`src/rtl/dff_pipe_elastic.sv`:
```
// dff_pipe_elastic: DEPTH-stage elastic register pipeline with per-stage
// valid bits, valid/ready backpressure, bubble collapse and flush.
// Ports: clk, rst (sync, active-high), flush,
//   in_valid/in_ready/in_data (producer side),
//   out_valid/out_ready/out_data (consumer side), count (valid stages).
module dff_pipe_elastic #(
  parameter int                 WIDTH   = 8,
  parameter int                 DEPTH   = 3,
  parameter logic [WIDTH-1:0]   RST_VAL = '0,
  parameter int                 CNT_W   = $clog2(DEPTH + 1)
) (
  input  logic             clk,
  input  logic             rst,
  input  logic             flush,
  input  logic             in_valid,
  output logic             in_ready,
  input  logic [WIDTH-1:0] in_data,
  output logic             out_valid,
  input  logic             out_ready,
  output logic [WIDTH-1:0] out_data,
  output logic [CNT_W-1:0] count
);

  logic [DEPTH-1:0] v;
  logic [WIDTH-1:0] d [DEPTH];

  logic [DEPTH:0]   rdy;
  logic [DEPTH-1:0] uv;
  logic [WIDTH-1:0] ud [DEPTH];
  logic [CNT_W-1:0] cnt_c;

  // A stage can take new data when it, or any stage downstream of it,
  // is empty, or when the consumer drains the last stage. Written as an
  // OR over the downstream valids so there is no recursive net.
  always_comb begin
    rdy = '0;
    rdy[DEPTH] = out_ready;
    for (int i = 0; i < DEPTH; i++) begin
      rdy[i] = out_ready;
      for (int j = i; j < DEPTH; j++) begin
        rdy[i] = rdy[i] | ~v[j];
      end
    end
  end

  always_comb begin
    uv = '0;
    for (int i = 0; i < DEPTH; i++) begin
      ud[i] = in_data;
    end
    uv[0] = in_valid & ~flush;
    for (int i = 1; i < DEPTH; i++) begin
      uv[i] = v[i-1];
      ud[i] = d[i-1];
    end
  end

  always_ff @(posedge clk) begin
    if (rst) begin
      v <= '0;
      for (int i = 0; i < DEPTH; i++) begin
        d[i] <= RST_VAL;
      end
    end else if (flush) begin
      v <= '0;
    end else begin
      for (int i = 0; i < DEPTH; i++) begin
        if (rdy[i]) begin
          v[i] <= uv[i];
          // Bubbles leave data untouched; only a real item overwrites.
          if (uv[i]) begin
            d[i] <= ud[i];
          end
        end
      end
    end
  end

  // Popcount of the valid registers; depends on state only.
  always_comb begin
    cnt_c = '0;
    for (int i = 0; i < DEPTH; i++) begin
      cnt_c = cnt_c + CNT_W'(v[i]);
    end
  end

  assign in_ready  = rdy[0] & ~flush;
  assign out_valid = v[DEPTH-1];
  assign out_data  = d[DEPTH-1];
  assign count     = cnt_c;

endmodule

```
`config.mk`:
```
export PLATFORM = sky130hd
export DESIGN_NAME = dff_pipe_elastic
export DESIGN_NICKNAME = d
export VERILOG_FILES = /design/src/rtl/dff_pipe_elastic.sv
export SDC_FILE = /design/constraint.sdc
export NUM_CORES = 1
export LEC_CHECK = 0
export CAP_MARGIN = 20
export CORE_ASPECT_RATIO = 0.75
export CORE_MARGIN = 2
export CORE_UTILIZATION = 50
export DETAILED_ROUTE_END_ITERATION = 8
export PLACE_DENSITY = 0.75
export SLEW_MARGIN = 20
export SYNTH_ARGS = -nofsm -noshare
export SYNTH_HDL_FRONTEND = slang
export SYNTH_SLANG_ARGS = --single-unit
```
`constraint.sdc`:
```
create_clock -name clk -period 2.24 [get_ports clk]
set_input_delay 0.448 -clock clk [delete_from_list [all_inputs] [get_ports clk]]
set_output_delay 0.448 -clock clk [all_outputs]
set_load 0.02 [all_outputs]
```
Word level (Yosys, flattened, before mapping) --
Memories as Yosys holds them, arrays and structs flattened. Cells that the tools add are included.
Storage, ports and cells: register bits after elaboration 3, bits in writable memories 24, input port bits 13, output and inout port bits 12, logic and storage cells 42, memories 1
Cells by class: add/sub/neg operators 2, mux-type cells 20, bitwise operators 15, reductions and logical operators 1
Memory list:
- d | words 3, width 8, read ports 3, clocked after memory_dff 0, wr ports 3, line 25 | logic [WIDTH-1:0] d [DEPTH];
Operator list (number):
- two-way mux 8 bit | 3
- two-way mux 1 bit | 17
- OR 1 bit | 9
- NOT 1 bit | 4
- adder 1 x 1 -> 2 bit | 1
- adder 2 x 1 -> 2 bit | 1
- bitwise AND 1 bit | 2
- OR reduction 2 bit | 1

Depth between registers and ports, before layout --
Gate-level depths: netlist of the first run.
depth after elaboration 9, gate-level depth with buffers 5, gate-level depth less buffers 3

Worst setup path before layout of the first run --
No wires, ideal clock.
kind input -> register, start input port out_ready, end memory d[0][0], enable pin, setup time 326 ps, arrival time 1463 ps, setup slack 451 ps, stages on the path 4, cells stage by stage and3b_1 -> buf_6 -> a21oi_1 -> a21o_1
RTL lines:
- start, declared | line 19 | input logic out_ready,
- end, declared | line 25

Worst setup path after layout of the first run --
start register v[0], end output port count[1]
On the way: longest elaborated chain between the ends 2
Ends and longest elaborated chain:
- start, declared | line 24 | logic [DEPTH-1:0] v;
- start signal, assigned by index | line 69 | v[i] <= uv[i];
- adder 1 x 1 -> 2 bit | line 83 | cnt_c = cnt_c + CNT_W'(v[i]);
- adder 2 x 1 -> 2 bit | line 83
- end, declared | line 21 | output logic [CNT_W-1:0] count
No other way between the ends.

==> reports/summary.txt, run 1 <==
hold_ws = 0.541 ns
status = finished clean
number of global-route vias before repair = 568
Buf+Inv Stages, Crit Path = 1
top cell type's share of synthesized area = 56.6%
area of the multi-input gates = 378 um2
final-report max-slew violation count = 0
Final nets = 120
Initial Util = 53.9%
Register Area = 781 um2
final hold vios = 0
ANT cells = 0
Final Util = 65.9%
Cell variety after synth = 21
Core Region = 0.00236 mm2
Clock transition at path regs = 0.14 ns
worst r2r src = v[1]
CP delay by family, top = buffers and inverters
r2r setup slk = 0.44 ns
Worst-Margin Slew = 0.307 ns
skew final = 0.00945 ns
EDFF count, synth = 24
DRT antenna net count = 0
Max Clock Freq = 469 MHz
YS warnings = 0
first-pass GRT wire length = 2620 um
Fin Setup TNS = 0 ns
CP cell instances = fa_1 -> clkdlybuf4s50_1
Post-route DRC = 0
TritonCTS clock tree = done
design area = 0.00156 mm2
clk root buf = clkbuf_4
Setup crit end = count[1]
port bufs = 24
Cell Area, Synth = 0.00127 mm2
Setup Viol. Count Final = 0
worst reg2reg endpoint = d[0][7]
critical path startpoint category = flop
HP Class = reg2reg
die span in y = 47.7 um
Async SR Flop Fraction = 0%
worst vdd ir = 410 uV
first drt pass iteration count = 4
global route total overflow = 0
CP max-delay cell = clkdlybuf4s50_1
Die X = 62.3 um
Levels on crit path = 2
sequential element share of the synthesized area = 61.3%
Clock Path Buffers = 2
# fillers = 182
Power Density = 578 mW/mm2
Cells after Synth = 83
FF+latch count, synth = 27
Leak = 0.548 nW
setup bufs post-CTS = 0
Vias/cell = 4.85
initial antenna violation count = 0
gr usage total = 12.1%
CP required = 1.79 ns
Sink Count = 27
Area Overhead vs Synth = 22.3%
final wirelength = 1620 um
gp weighted congestion = 0.795
mean routed wirelength per cell = 11.7 um
Setup CP Type = reg2out
slowest stage delay, CP = 0.54 ns
Cell Area, Placed = 0.00153 mm2
Synth Area per Inst = 15.3 um2
largest cells by area after synthesis = edfxtp_1 (57%), a21boi_2 (18%), dfxtp_1 (4.7%)
num rows = 15
largest net degree at the start of global routing = 25
overall power = 0.000901 W
die area = 0.00297 mm2
via count = 674
min cycle time layout = 2.13 ns
maximum capacitance violations = 0
layout cells sized above 1 = 31.4%
Worst Reg2Reg Path Length in Cells = 5
Num CTS Buffers = 3
CP Launch Point = v[0]
post-detail-place hpwl = 1170 um
commonest register cell after synthesis = edfxtp_1
crit-path max FO = 7
CP endpoint kind = output pin
clk_lat worst skew = 0.32 ns
CP Data Arrival Time = 1.69 ns
top cell type by total area after synthesis = edfxtp_1
RSZ-0062 raised after global routing = no
DRT iter0 DRCs = 4
Slew headroom = 79.5%
most instantiated cells after synthesis = edfxtp_1 (24), a21boi_2 (20), buf_4 (8)
Final period util = 95.3%
most common cell in the synthesized netlist = edfxtp_1
Synthesized Nets = 97
I/O pins = 25
H-tree levels = 1
## kinds of logic (layout without fill, tap and decap cells)
group,count (synthesis),after routing,synth area share [%]
buffers and inverters,16,38,9.04
AOI/OAI and AO/OA,32,32,24.8
adders and majority gates,1,1,1.57
DFF,27,27,61.3
and+or+nand+nor,7,7,3.34
## metal layers
layer | share of wire, % | vias to the layer above | routed length (um) | track usage (%)
li1 | - | 347 | - | -
met1 | 46 | 303 | 748 | 15.7
met2 | 46 | 20 | 750 | 18.7
met3 | 5.3 | 4 | 86 | 3.53
met4 | 2.3 | 0 | 38 | 8.00
met5 | 0 | - | 0 | 0
## power by group
group          switching, W  internal, W  total (W)
sequential       0.00000713     0.000576   0.000584
combinational     0.0000480    0.0000619   0.000110
clock              0.000139    0.0000683   0.000208
total              0.000194     0.000707   0.000901
## worst min path at each step
stage	start	endpoint	cells past startpoint
finish	v[1]	v[2]	2
global route	d[0][4]	d[0][12]	1
CTS	v[1]	v[2]	2
detailed placement	v[1]	v[2]	2
global placement	v[1]	v[2]	2
floorplan	v[1]	v[2]	2
## repair_timing
item | CTS | global route
gates resized for setup | 2 | 0
setup endpoints to repair | 2 | 0
hold buffers | 0 | 0
## flip-flops by register name (all words and copies together) (netlist names)
| name | count |
|---|---|
| v | 3 |
| d | 24 |
## stage by stage
| step | instances | setup slack [ns] |
|---|---|---|
| 6_report | 139 | 0.106 |
| 5_1_grt | 139 | 0.0387 |
| 4_1_cts | 139 | 0.0911 |
| 3_5_place_dp | 135 | -0.146 |
| 3_3_place_gp | 135 | -0.113 |
| 2_1_floorplan | 83 | 0.451 |
## layout by cell type (no fill, tap or decap)
cell             netlist  layout
a2111o_1               1       1
a21boi_0               5       5
a21boi_2              20      20
a21o_1                 1       1
a21oi_1                2       2
a31o_2                 1       1
and3b_1                1       1
buf_12                 0       2
buf_4                  8       5
clkbuf_4               0       3
clkdlybuf4s50_1        0      22
clkinvlp_4             0       1
dfxtp_1                3       3
dlygate4sd2_1          0       2
edfxtp_1              24      24
fa_1                   1       1
inv_1                  3       3
nand2_1                1       1
nand2b_1               1       1
nor2_1                 2       2
nor3_1                 1       1
o21a_1                 1       1
o21bai_1               1       1
or4_4                  1       1
## worst min-delay path, delay by kind of cell, from the launching register on
family	cells	cell delay (ns)
AOI/OAI and AO/OA	1	0.07
DFF	1	0.38
buffers and inverters	1	0.06
## final cells by class
cell class	instances	area share, %
Multi-Input combinational cell	40	24.3
Sequential cell	27	50.1
Tap cell	34	2.73
Clock buffer	3	1.45
Timing Repair Buffer	31	20.2
Clock inverter	1	0.482
Inverter	3	0.723
Note: power is estimated with default switching activity, not from simulation.
==> run 2: changes to the inputs <==
--- a/config.mk
+++ b/config.mk
@@ -8,10 +8,10 @@
 export CAP_MARGIN = 20
 export CORE_ASPECT_RATIO = 0.75
 export CORE_MARGIN = 2
-export CORE_UTILIZATION = 50
+export CORE_UTILIZATION = 45
 export DETAILED_ROUTE_END_ITERATION = 8
-export PLACE_DENSITY = 0.75
-export SLEW_MARGIN = 20
+export PLACE_DENSITY = 0.83
+export SLEW_MARGIN = 25
 export SYNTH_ARGS = -nofsm -noshare
 export SYNTH_HDL_FRONTEND = slang
 export SYNTH_SLANG_ARGS = --single-unit
==> constraint.sdc (replaced) <==
create_clock -name clk -period 1.8 [get_ports clk]
set_input_delay 0.36 -clock clk [delete_from_list [all_inputs] [get_ports clk]]
set_output_delay 0.36 -clock clk [all_outputs]
set_load 0.02 [all_outputs]
==> run 2 against run 1 <==
Register-to-register slack worse by 0.38 ns. Sequential share of layout area fell by 4.0 points. Critical path depth increased by 4. Sequential power rose by 24%. Global-route usage increased by 0.56 points. Clock power up 65%. Final cell count is 8.6% higher. Via count up 6.5%. Total power rose by 37%. Routed wire length up 11%. Largest power group unchanged.
==> reports/summary.txt, run 2 (synthesis gave the netlist of run 1 again) <==
status = finished clean
skew final = 0.00373 ns
layout cells sized above 1 = 41.7%
Cell Area, Placed = 0.00159 mm2
first-pass GRT wire length = 3080 um
Die X = 65.4 um
Final period util = 96.5%
Num CTS Buffers = 3
die span in y = 50.1 um
slowest stage delay, CP = 0.44 ns
CP Data Arrival Time = 1.86 ns
initial antenna violation count = 0
gp weighted congestion = 0.744
area of the multi-input gates = 379 um2
final hold vios = 0
design area = 0.00170 mm2
final-report max-slew violation count = 0
I/O pins = 25
gr usage total = 12.7%
worst vdd ir = 437 uV
min cycle time layout = 1.74 ns
port bufs = 24
Clock Path Buffers = 2
Inst Count DP = 144
hold depth = 3
r2r setup slk = 0.06 ns
most frequent cells in the layout = edfxtp_1 (24), a21boi_2 (20), clkdlybuf4s50_1 (20)
DRT iter0 DRCs = 16
Fin Setup TNS = 0 ns
HP Class = in2reg
final wirelength = 1800 um
crit-path max FO = 6
ANT cells = 0
Max Clock Freq = 575 MHz
Worst-Margin Slew = 0.222 ns
Post-route DRC = 0
first drt pass iteration count = 4
post-detail-place hpwl = 1270 um
# fillers = 193
mean routed wirelength per cell = 11.9 um
TritonCTS clock tree = done
Final nets = 130
CP max-delay cell = a2111o_1
Sink Count = 27
overall power = 0.00123 W
Setup Viol. Count Final = 0
Setup CP Type = reg2reg
number of global-route vias before repair = 688
num rows = 16
largest net degree at the start of global routing = 17
RSZ-0062 raised after global routing = yes
CP endpoint kind = flop
final std cells w/o fill = 151
CP cell instances = and3b_2 -> buf_6 -> a2111o_1 -> buf_4 -> buf_12 -> a21boi_0
maximum capacitance violations = 0
via count = 718
largest registers = d x24, v x3
global route total overflow = 0
Clock transition at path regs = 0.09 ns
commonest non-fill, non-tap cell in the layout = edfxtp_1
critical path startpoint category = flop
hold_ws = 0.514 ns
CP required = 1.92 ns
Leak = 0.634 nW
Vias/cell = 4.75
clk_lat worst skew = 0.27 ns
Core Region = 0.00264 mm2
clk root buf = clkbuf_8
max reg flops = 24
Worst Reg2Reg Path Length in Cells = 6
Initial Util = 48.2%
DRT antenna net count = 0
Slew headroom = 85.1%
Power Density = 726 mW/mm2
Top reg by flops = d
die area = 0.00328 mm2
H-tree levels = 1
Area Overhead vs Synth = 33.2%
Register Area = 783 um2
## run 2: area by class of cell
type,instances,share of cell area (%)
Multi-Input combinational cell,40,22.3
Clock buffer,3,2.43
Timing Repair Buffer,41,25.3
Tap cell,36,2.65
Sequential cell,27,46.2
Clock inverter,1,0.442
Inverter,3,0.664
## run 2: worst max-delay path, delay by kind of cell, from the launching register on
kind                   cells  cell delay [ns]
buffers and inverters      3             0.43
AOI/OAI and AO/OA          2             0.58
DFF                        1             0.35
and+or+nand+nor            1             0.23
## run 2: metrics by stage
stage | util, % | worst slack (ns)
2_1_floorplan | - | 0.0324
3_3_place_gp | 60.0 | -0.403
3_5_place_dp | 60.0 | -0.434
4_1_cts | 64.3 | 0.000460
5_1_grt | 64.2 | -0.00619
6_report | 64.2 | 0.0622
## run 2: power breakdown
part           total [W]  leakage, nW  internal, W  switching (W)
Clock           0.000344       0.0217     0.000157       0.000187
Combinational   0.000163        0.336    0.0000971      0.0000661
Sequential      0.000725        0.276     0.000717     0.00000758
## run 2: final timing paths
path | start | end
worst min register to register | v[2] | v[2]
worst max register to register | v[2] | d[0][20]
worst min-delay path | out_ready | v[2]
worst max-delay path | v[2] | d[0][20]
## run 2: repair_timing
action	in CTS	in global routing
setup buffers	0	1
pin swaps	3	1
setup endpoints to repair	22	16
gates resized for setup	11	6
hold buffers	0	0
gates cloned	2	0
## run 2: layer usage
layer / wire length [um] / global-route usage (%)
met5: 0 / 0
met4: 27 / 5.21
met3: 90 / 3.42
met2: 878 / 20.6
met1: 800 / 16.1
==> run 3: changes to the inputs <==
--- a/config.mk
+++ b/config.mk
@@ -11,7 +11,7 @@
 export CORE_UTILIZATION = 45
 export DETAILED_ROUTE_END_ITERATION = 8
 export PLACE_DENSITY = 0.83
-export SLEW_MARGIN = 25
 export SYNTH_ARGS = -nofsm -noshare
 export SYNTH_HDL_FRONTEND = slang
 export SYNTH_SLANG_ARGS = --single-unit
+export TNS_END_PERCENT = 5
==> run 3 against run 2 <==
Sequential power about the same. Critical path type unchanged. First-iteration DRC count increased by 6.3%. Non-clock buffer count increased by 1. Final cell count is 0.66% higher. Sequential share of layout area shrank 0.26 points.
==> reports/summary.txt, run 3 (synthesis gave the netlist of run 1 again) <==
ANT cells = 0
worst vdd ir = 447 uV
worst r2r src = v[2]
Inst Count DP = 144
gp weighted congestion = 0.744
min-delay src = out_ready
slowest stage delay, CP = 0.55 ns
skew final = 0.00163 ns
Slew headroom = 78.5%
die area = 0.00328 mm2
P_int = 0.000968 W
first drt pass iteration count = 4
Initial Util = 48.2%
Max Clock Freq = 567 MHz
H-tree levels = 1
commonest non-fill, non-tap cell in the layout = edfxtp_1
maximum capacitance violations = 0
sw frac = 21.1%
overall power = 0.00123 W
CP max-delay cell = a2111o_1
Register Area = 786 um2
CP required = 1.93 ns
largest registers = d x24, v x3
Final period util = 98.0%
Area Overhead vs Synth = 34.4%
Leak = 0.641 nW
Power Density = 717 mW/mm2
clk root buf = clkbuf_8
CP delay by family, top = compound AO/OA/AOI/OAI gates
DRT iter0 DRCs = 17
Post-route DRC = 0
most frequent cells in the layout = edfxtp_1 (24), a21boi_2 (21), clkdlybuf4s50_1 (20)
r2r setup slk = 0.04 ns
power share of the combinational group = 13.3%
Core Region = 0.00264 mm2
sw power = 0.000260 W
area of the multi-input gates = 387 um2
Die X = 65.4 um
TritonCTS clock tree = done
Final nets = 131
hold depth = 3
critical path startpoint category = flop
final hold vios = 0
min cycle time layout = 1.76 ns
initial antenna violation count = 0
via count = 725
gr usage total = 11.6%
mean routed wirelength per cell = 12.2 um
CP endpoint kind = flop
Worst Reg2Reg Path Length in Cells = 5
final std cells w/o fill = 152
Sink Count = 27
DRT antenna net count = 0
global route total overflow = 0
largest net degree at the start of global routing = 25
Setup Viol. Count Final = 0
max reg flops = 24
Clock Power Share = 27.8%
Top reg by flops = d
Final Util = 64.8%
hold_ws = 0.408 ns
register share of total power = 58.9%
Clock Path Buffers = 2
Vias/cell = 4.77
post-detail-place hpwl = 1270 um
I/O pins = 25
worst hold endpoint = v[2]
Fin Setup TNS = 0 ns
status = finished clean
# fillers = 194
clk_lat worst skew = 0.27 ns
CP cell instances = and3b_2 -> buf_6 -> a2111o_1 -> clkbuf_16 -> a21boi_2
worst reg2reg endpoint = d[0][13]
Setup CP Type = reg2reg
RSZ-0062 raised after global routing = yes
HP Class = in2reg
Worst-Margin Slew = 0.323 ns
num rows = 16
number of global-route vias before repair = 664
final-report max-slew violation count = 0
Buf+Inv Stages, Crit Path = 2
crit-path max FO = 6
final wirelength = 1860 um
hold-fix buffers at CTS = 0
layout cells sized above 1 = 44.0%
Num CTS Buffers = 3
CP Data Arrival Time = 1.90 ns
Clock transition at path regs = 0.09 ns
die span in y = 50.1 um
first-pass GRT wire length = 2840 um
port bufs = 24
==> run 3: cell count changes in the layout (fill, tap and decap cells not counted), sizes merged <==
cell          previous run  this run
buf                     17        18
bufbuf                   1         0
clkbuf                   4         5
dlygate4sd2              2         1
dlymetal6s2s             0         1
==> run 3: worst register-to-register path, stage by stage, from the launching register on <==
cell	delay, ns
dfxtp_4	0.37
and3b_2	0.23
buf_6	0.12
a2111o_1	0.55
clkbuf_16	0.23
a21boi_2	0.14
==> run 3: routing by layer <==
metal	track usage [%]	vias to the layer above	share of wire [%]
met5	0	-	0
met2	19.6	22	47
li1	-	366	-
met1	13.7	332	47
met3	3.42	5	4.6
met4	5.21	0	1.5
==> run 3: cell type report <==
cell class / instances / share of cell area, %
Tap cell: 36 / 2.63
Timing Repair Buffer: 42 / 25.4
Sequential cell: 27 / 45.9
Clock inverter: 1 / 0.439
Inverter: 3 / 0.658
Clock buffer: 3 / 2.41
Multi-Input combinational cell: 40 / 22.6
==> run 3: worst max path at each step <==
| stage | start | to | slack, ns | cells after the start |
|---|---|---|---|---|
| after floorplan | v[2] | d[0][0] | 0.03 | 4 |
| after global placement | out_ready | in_ready | -0.40 | 4 |
| after detailed placement | out_ready | in_ready | -0.43 | 4 |
| after CTS | out_ready | d[0][7] | -0.006 | 6 |
| after global routing | v[2] | d[0][13] | -0.03 | 5 |
| final | v[2] | d[0][13] | 0.04 | 5 |
==> run 3: power groups by stage <==
stage	combinational, W	clock, W	sequential (W)
final	0.000163	0.000342	0.000723
after global placement	0.000149	0	0.000739
after detailed placement	0.000152	0	0.000740
after global routing	0.000175	0.000375	0.000726
after CTS	0.000151	0.000354	0.000725
after floorplan	0.0000838	0	0.000739
==> run 3: what timing repair did <==
action                                  in CTS  in global routing
hold endpoints to repair                     0                  0
endpoints found under the setup margin      22                 26
pin swaps                                    2                  2
gates resized for setup                      9                 12
buffers inserted                             0                  1
gates cloned                                 0                  3
==> run 3: stage by stage <==
step	cell area (um2)	worst slack [ns]
after floorplan	1270	0.0324
after global placement	1590	-0.403
after detailed placement	1590	-0.434
after CTS	1630	-0.00623
after global routing	1710	-0.0324
final	1710	0.0368
